===== config.mk =====
export PLATFORM = sky130hd
export DESIGN_NAME = alu_result_stage_flat
export DESIGN_NICKNAME = d
export VERILOG_FILES = /design/src/rtl/alu_result_stage_if.sv /design/src/rtl/alu_result_stage.sv /design/src/flat_wrapper.sv
export SDC_FILE = /design/constraint.sdc
export NUM_CORES = 1
export LEC_CHECK = 0
export CORE_UTILIZATION = 45
export CTS_CLUSTER_SIZE = 28
export DETAILED_ROUTE_END_ITERATION = 7
export PLACE_DENSITY = 0.74
export SETUP_SLACK_MARGIN = 0.05
export SYNTH_ARGS = -nofsm -noshare
export SYNTH_HDL_FRONTEND = slang
export SYNTH_SLANG_ARGS = --single-unit

===== constraint.sdc =====
create_clock -name clk -period 3.8 [get_ports clk]
set_input_delay 0.76 -clock clk [delete_from_list [all_inputs] [get_ports clk]]
set_output_delay 0.76 -clock clk [all_outputs]
set_load 0.005 [all_outputs]

===== src/rtl/alu_result_stage_if.sv =====
// Handshake/data bundle for alu_result_stage: upstream ALU side (in_*) and writeback side (out_*).
// out_parity exists only when ALU_RESULT_PARITY_EN is defined.
interface alu_result_stage_if #(
    parameter int N  = 32,
    parameter int RW = 5
);
    logic          in_valid;
    logic          in_ready;
    logic [N-1:0]  in_result;
    logic [RW-1:0] in_dest;

    logic          out_valid;
    logic          out_ready;
    logic [N-1:0]  out_result;
    logic [RW-1:0] out_dest;
    logic          out_zero;
    logic          out_sign;
`ifdef ALU_RESULT_PARITY_EN
    logic          out_parity;
`endif
    logic [1:0]    occupancy;

    // master: the environment (ALU producer + writeback consumer)
    modport master (
        output in_valid, in_result, in_dest, out_ready,
        input  in_ready, out_valid, out_result, out_dest, out_zero, out_sign,
`ifdef ALU_RESULT_PARITY_EN
        input  out_parity,
`endif
        input  occupancy
    );

    // slave: the result stage itself
    modport slave (
        input  in_valid, in_result, in_dest, out_ready,
        output in_ready, out_valid, out_result, out_dest, out_zero, out_sign,
`ifdef ALU_RESULT_PARITY_EN
        output out_parity,
`endif
        output occupancy
    );
endinterface


===== src/rtl/alu_result_stage.sv =====
// Registered ALU result stage with a 2-entry skid buffer, capture-time zero/sign flags.
// Optional per-entry parity output enabled by defining ALU_RESULT_PARITY_EN.
//
// state | meaning
// EMPTY | no entry held, head regs keep last released values
// ONE   | head entry valid, skid empty
// FULL  | head and skid valid, in_ready low
module alu_result_stage #(
    parameter int N  = 32,
    parameter int RW = 5
) (
    input  logic clk,
    input  logic rst_n,
    alu_result_stage_if.slave bus
);
    typedef enum logic [1:0] {
        EMPTY = 2'd0,
        ONE   = 2'd1,
        FULL  = 2'd2
    } state_t;

    state_t        state, state_nxt;
    logic          in_ready_r;
    logic          accept, rel;
    logic          load_head_in, load_skid, move_skid;

    logic [N-1:0]  head_result, skid_result;
    logic [RW-1:0] head_dest, skid_dest;
    logic          head_zero, head_sign, skid_zero, skid_sign;
    logic          in_zero, in_sign;
`ifdef ALU_RESULT_PARITY_EN
    logic          head_parity, skid_parity, in_parity;
    assign in_parity = ^bus.in_result;
`endif

    assign in_zero = (bus.in_result == '0);
    assign in_sign = bus.in_result[N-1];

    always_comb begin
        state_nxt    = state;
        load_head_in = 1'b0;
        load_skid    = 1'b0;
        move_skid    = 1'b0;
        accept       = bus.in_valid & in_ready_r;
        rel          = (state != EMPTY) & bus.out_ready;
        case (state)
            EMPTY: begin
                if (accept) begin
                    load_head_in = 1'b1;
                    state_nxt    = ONE;
                end
            end
            ONE: begin
                if (accept && rel) begin
                    load_head_in = 1'b1;
                end else if (accept) begin
                    load_skid = 1'b1;
                    state_nxt = FULL;
                end else if (rel) begin
                    state_nxt = EMPTY;
                end
            end
            FULL: begin
                if (rel) begin
                    move_skid = 1'b1;
                    state_nxt = ONE;
                end
            end
            default: state_nxt = EMPTY;
        endcase
    end

    always_ff @(posedge clk) begin
        if (!rst_n) begin
            state       <= EMPTY;
            in_ready_r  <= 1'b1;
            head_result <= '0;
            head_dest   <= '0;
            head_zero   <= 1'b0;
            head_sign   <= 1'b0;
            skid_result <= '0;
            skid_dest   <= '0;
            skid_zero   <= 1'b0;
            skid_sign   <= 1'b0;
`ifdef ALU_RESULT_PARITY_EN
            head_parity <= 1'b0;
            skid_parity <= 1'b0;
`endif
        end else begin
            state      <= state_nxt;
            // registered ready: no combinational path from out_ready
            in_ready_r <= (state_nxt != FULL);
            if (load_head_in) begin
                head_result <= bus.in_result;
                head_dest   <= bus.in_dest;
                head_zero   <= in_zero;
                head_sign   <= in_sign;
`ifdef ALU_RESULT_PARITY_EN
                head_parity <= in_parity;
`endif
            end else if (move_skid) begin
                head_result <= skid_result;
                head_dest   <= skid_dest;
                head_zero   <= skid_zero;
                head_sign   <= skid_sign;
`ifdef ALU_RESULT_PARITY_EN
                head_parity <= skid_parity;
`endif
            end
            if (load_skid) begin
                skid_result <= bus.in_result;
                skid_dest   <= bus.in_dest;
                skid_zero   <= in_zero;
                skid_sign   <= in_sign;
`ifdef ALU_RESULT_PARITY_EN
                skid_parity <= in_parity;
`endif
            end
        end
    end

    assign bus.in_ready   = in_ready_r;
    assign bus.out_valid  = (state != EMPTY);
    assign bus.out_result = head_result;
    assign bus.out_dest   = head_dest;
    assign bus.out_zero   = head_zero;
    assign bus.out_sign   = head_sign;
`ifdef ALU_RESULT_PARITY_EN
    assign bus.out_parity = head_parity;
`endif
    assign bus.occupancy  = 2'(state);
endmodule


===== src/flat_wrapper.sv =====
// flat-port wrapper written by rule: the top's interface ports become plain ports
module alu_result_stage_flat 
#(
    parameter int N  = 32,
    parameter int RW = 5
)
  (clk, rst_n, bus_in_valid, bus_in_result, bus_in_dest, bus_out_ready, bus_in_ready, bus_out_valid, bus_out_result, bus_out_dest, bus_out_zero, bus_out_sign, bus_occupancy);
  alu_result_stage_if #(.N(N), .RW(RW)) bus_i ();
  input  logic clk;
  input  logic rst_n;
  input wire logic [$bits(bus_i.in_valid)-1:0] bus_in_valid;
  input wire logic [$bits(bus_i.in_result)-1:0] bus_in_result;
  input wire logic [$bits(bus_i.in_dest)-1:0] bus_in_dest;
  input wire logic [$bits(bus_i.out_ready)-1:0] bus_out_ready;
  output wire logic [$bits(bus_i.in_ready)-1:0] bus_in_ready;
  output wire logic [$bits(bus_i.out_valid)-1:0] bus_out_valid;
  output wire logic [$bits(bus_i.out_result)-1:0] bus_out_result;
  output wire logic [$bits(bus_i.out_dest)-1:0] bus_out_dest;
  output wire logic [$bits(bus_i.out_zero)-1:0] bus_out_zero;
  output wire logic [$bits(bus_i.out_sign)-1:0] bus_out_sign;
  output wire logic [$bits(bus_i.occupancy)-1:0] bus_occupancy;
  assign bus_i.in_valid = bus_in_valid;
  assign bus_i.in_result = bus_in_result;
  assign bus_i.in_dest = bus_in_dest;
  assign bus_i.out_ready = bus_out_ready;
  assign bus_in_ready = bus_i.in_ready;
  assign bus_out_valid = bus_i.out_valid;
  assign bus_out_result = bus_i.out_result;
  assign bus_out_dest = bus_i.out_dest;
  assign bus_out_zero = bus_i.out_zero;
  assign bus_out_sign = bus_i.out_sign;
  assign bus_occupancy = bus_i.occupancy;
  alu_result_stage #(.N(N), .RW(RW)) u_core (.clk(clk), .rst_n(rst_n), .bus(bus_i));
endmodule

==> impl_results.md <==
* Outcome: completed
* Register area at 1582 um2
* I/O Buffers at 83
* Clock latency at the later pin of the worst-skew pair at 350 ps
* Pwr Density at around 420 nW/um2
* Cell variety after synth at 30
* Worst hold path type: reg2reg
* Sequential fraction of design power at 0.482
* Starting Density at 0.4701
* FF+latch count, synth at just under 80
* Tcrit/Tclk final at 0.5962
* Post-synthesis net count at 450
* Largest net degree at the start of global routing at 54
* NetSw at 457.7 uW
* Top Usage Layer GRT: met2
* RSZ-0062 raised after global routing: no
* # rows at 31
* Final wirelength at 8566 um
* Layout cells sized above 1 at 0.06485
* CP arrival at 2560 ps
* Die height at 89.29 um
* Critical Path RT at 4100 ps
* Final setup vio count at 0
* Initial antenna violation count at 0
* DRC Markers at 0
* Die X at 89.29 um
* Setup bufs post-CTS at 0
* Fin util at 0.6151
* Crit-path slowest cell: clkdlybuf4s50_1
* Hold Vio Cnt, Final at 0
* Vias in the first global route at 2929
* Iteration-0 DRC Markers at approximately 170
* Clock Sinks at 79
* Total GRT Usage at 0.2275
* Final setup TNS at 0 ps
* Clock skew at between 9 and 10 ps
* GPL Wtd Cong at 0.7691
* CP Max Fanout at 42
* First-pass GRT wire length at 13880 um
* Grt met2 use at 0.3956
* Max VDD drop at 0.1939 mV
* Tmin final at 2265 ps
* GR Util met3 at 0.03324
* CTS Root Cell: clkbuf_8
* Vias/cell at 5.438
* Setup crit end kind: flop
* Kind of critical path: in2reg
* Inserted Clock Buffers at 9
* TritonCTS clock tree: done
* Layout Nets at 515
* CTS Hold Buffers Added at 0
* Leakage at 1.883 nW
* Crit path largest cell delay at 470 ps
* Achievable frequency at approximately 0.44 GHz
* Area grow syn2layout at 30.84%
* Synth warn at 0
* Mean post-synth cell area at 8.382 um2
* Max-cap viol count at 0
* I/O Pins at 84
* Register area share after synthesis at 0.4613
* Clock power frac at 0.354
* Sw Ratio at 0.2432
* CTS resizes at 0
* Relative slew slack at 0.3532
* Combinational power share at 0.164
* Fillers at ~700
* Least-Margin Pin Slew at ~970 ps
* DPL Wire Length at 5522 um
* CP cell instances: clkdlybuf4s50_1, nand2b_1, nand2_2, buf_12, a31oi_1, o21a_1
* Pint at 1.424 mW
* Clock-pin slew on the worst setup and hold paths at 80 ps
* Vias at 3138
* Synth Flop Type: dfxtp_1
* Die area at 7972 um2
* WL per Instance at 14.85 um
* Post-route antenna net violation count at 0
* Clock Path Buffers at 2
* Max-slew violations at 0
* Synth Cell Area at approximately 3400 um2
* Antenna Cells at 0
* Htree depth at 3
* CP startpoint kind: input pin
* Ys async rst share at 0
* Grt ovf at 0
* Number of flops mapped to enable cells by yosys at 0
* Cells after synthesis at ~400
* M1 GR Usage at 0.2811
* Core footprint at 7292 um2
* 1st-pass router iterations at 4
* Area occupied by multi-input gates at around 1700 um2
kinds of logic after synthesis:
logic type      count (synthesis)  synth area share
compound gates                 81            0.2015
buf+inv                        40           0.06205
flops                          79            0.4613
mux                             1          0.003284
simple gates                  208            0.2719
power by group through the flow:
stage,logic [mW],clock network [mW],registers [mW]
5_1_grt,0.340,0.710,0.914
3_3_place_gp,0.303,0,0.925
6_report,0.309,0.665,0.907
4_1_cts,0.312,0.676,0.907
2_1_floorplan,0.147,0,0.925
3_5_place_dp,0.311,0,0.926
registers in the layout, indices dropped and copies added, names as in the netlist:
register / cells
u_core.bus.out_zero: 1
u_core.bus.out_result: 32
u_core.bus.occupancy: 2
u_core.skid_sign: 1
u_core.bus.out_dest: 5
u_core.skid_dest: 5
u_core.skid_result: 31
u_core.bus.in_ready: 1
u_core.skid_zero: 1
Yosys cell counts, types with 2 or more instances:
cell        n  share of area
nand2b_1    2         0.0036
o211a_1    37           0.11
buf_4       9          0.020
o21ai_0     3         0.0044
dfxtp_1    79           0.46
nor4_1      8          0.015
nand3_1    74           0.11
a21boi_1   23          0.050
nand2_1   113           0.12
nand4_1     2         0.0036
a21boi_0   14          0.031
clkbuf_1   13          0.014
inv_1       2         0.0022
buf_2      14          0.020
critical path: cells and delay by family:
family / cells / cell delay (ps)
AND/OR/NAND/NOR: 2 / 660
buffers and inverters: 2 / 820
AO/OA/AOI/OAI: 2 / 300
path summary, 6_finish.rpt:
kind	start	end	slack (ps)	cells after the start
setup / recovery	bus_out_ready	u_core.bus.out_zero$_SDFFE_PN0P_	1530	6
setup reg to reg	u_core.bus.occupancy[0]$_SDFF_PN0_	u_core.bus.out_result[15]$_SDFFE_PN0P_	1920	5
hold reg to reg	u_core.skid_result[29]$_SDFFE_PN0P_	u_core.skid_result[29]$_SDFFE_PN0P_	460	2
hold / removal	u_core.skid_result[29]$_SDFFE_PN0P_	u_core.skid_result[29]$_SDFFE_PN0P_	460	2
per-stage QoR:
step | cell area, um2 | cells | power (mW) | hold slack (ps) | setup slack (ps)
after floorplan | 3428 | 409 | 1.072 | 435.3 | 2081
after global placement | 4269 | 562 | 1.229 | 440.1 | 1187
after detailed placement | 4269 | 562 | 1.237 | 445.3 | 1164
after CTS | 4486 | 577 | 1.895 | 457.4 | 1524
after global routing | 4486 | 577 | 1.963 | 475.2 | 1373
final | 4486 | 577 | 1.882 | 457.3 | 1535
placed cells by master, fill, tap and decap left out, types with 2 or more instances in the layout:
| cell type | count |
|---|---|
| a21boi_0 | 14 |
| a21boi_1 | 23 |
| buf_4 | 8 |
| clkbuf_8 | 13 |
| clkdlybuf4s50_1 | 82 |
| dfxtp_1 | 79 |
| inv_1 | 2 |
| nand2_1 | 112 |
| nand2b_1 | 2 |
| nand3_1 | 74 |
| nand4_1 | 2 |
| nor4_1 | 8 |
| o211a_1 | 37 |
| o21ai_0 | 3 |
per-layer routing:
metal	part of all wire	routed length, um
met5	0	0
met1	0.43	3674
met4	0.018	150
met3	0.045	383
met2	0.51	4357
area by class of cell:
cell class | instances | share of cell area
sequential | 79 | 0.3526
tap | 99 | 0.02762
multi-input combinational | 290 | 0.3679
timing repair buffer | 92 | 0.2020
clock inverter | 2 | 0.008368
clock buffer | 13 | 0.03989
inverter | 2 | 0.001674
No activity file was read; power rests on OpenSTA's default activity.
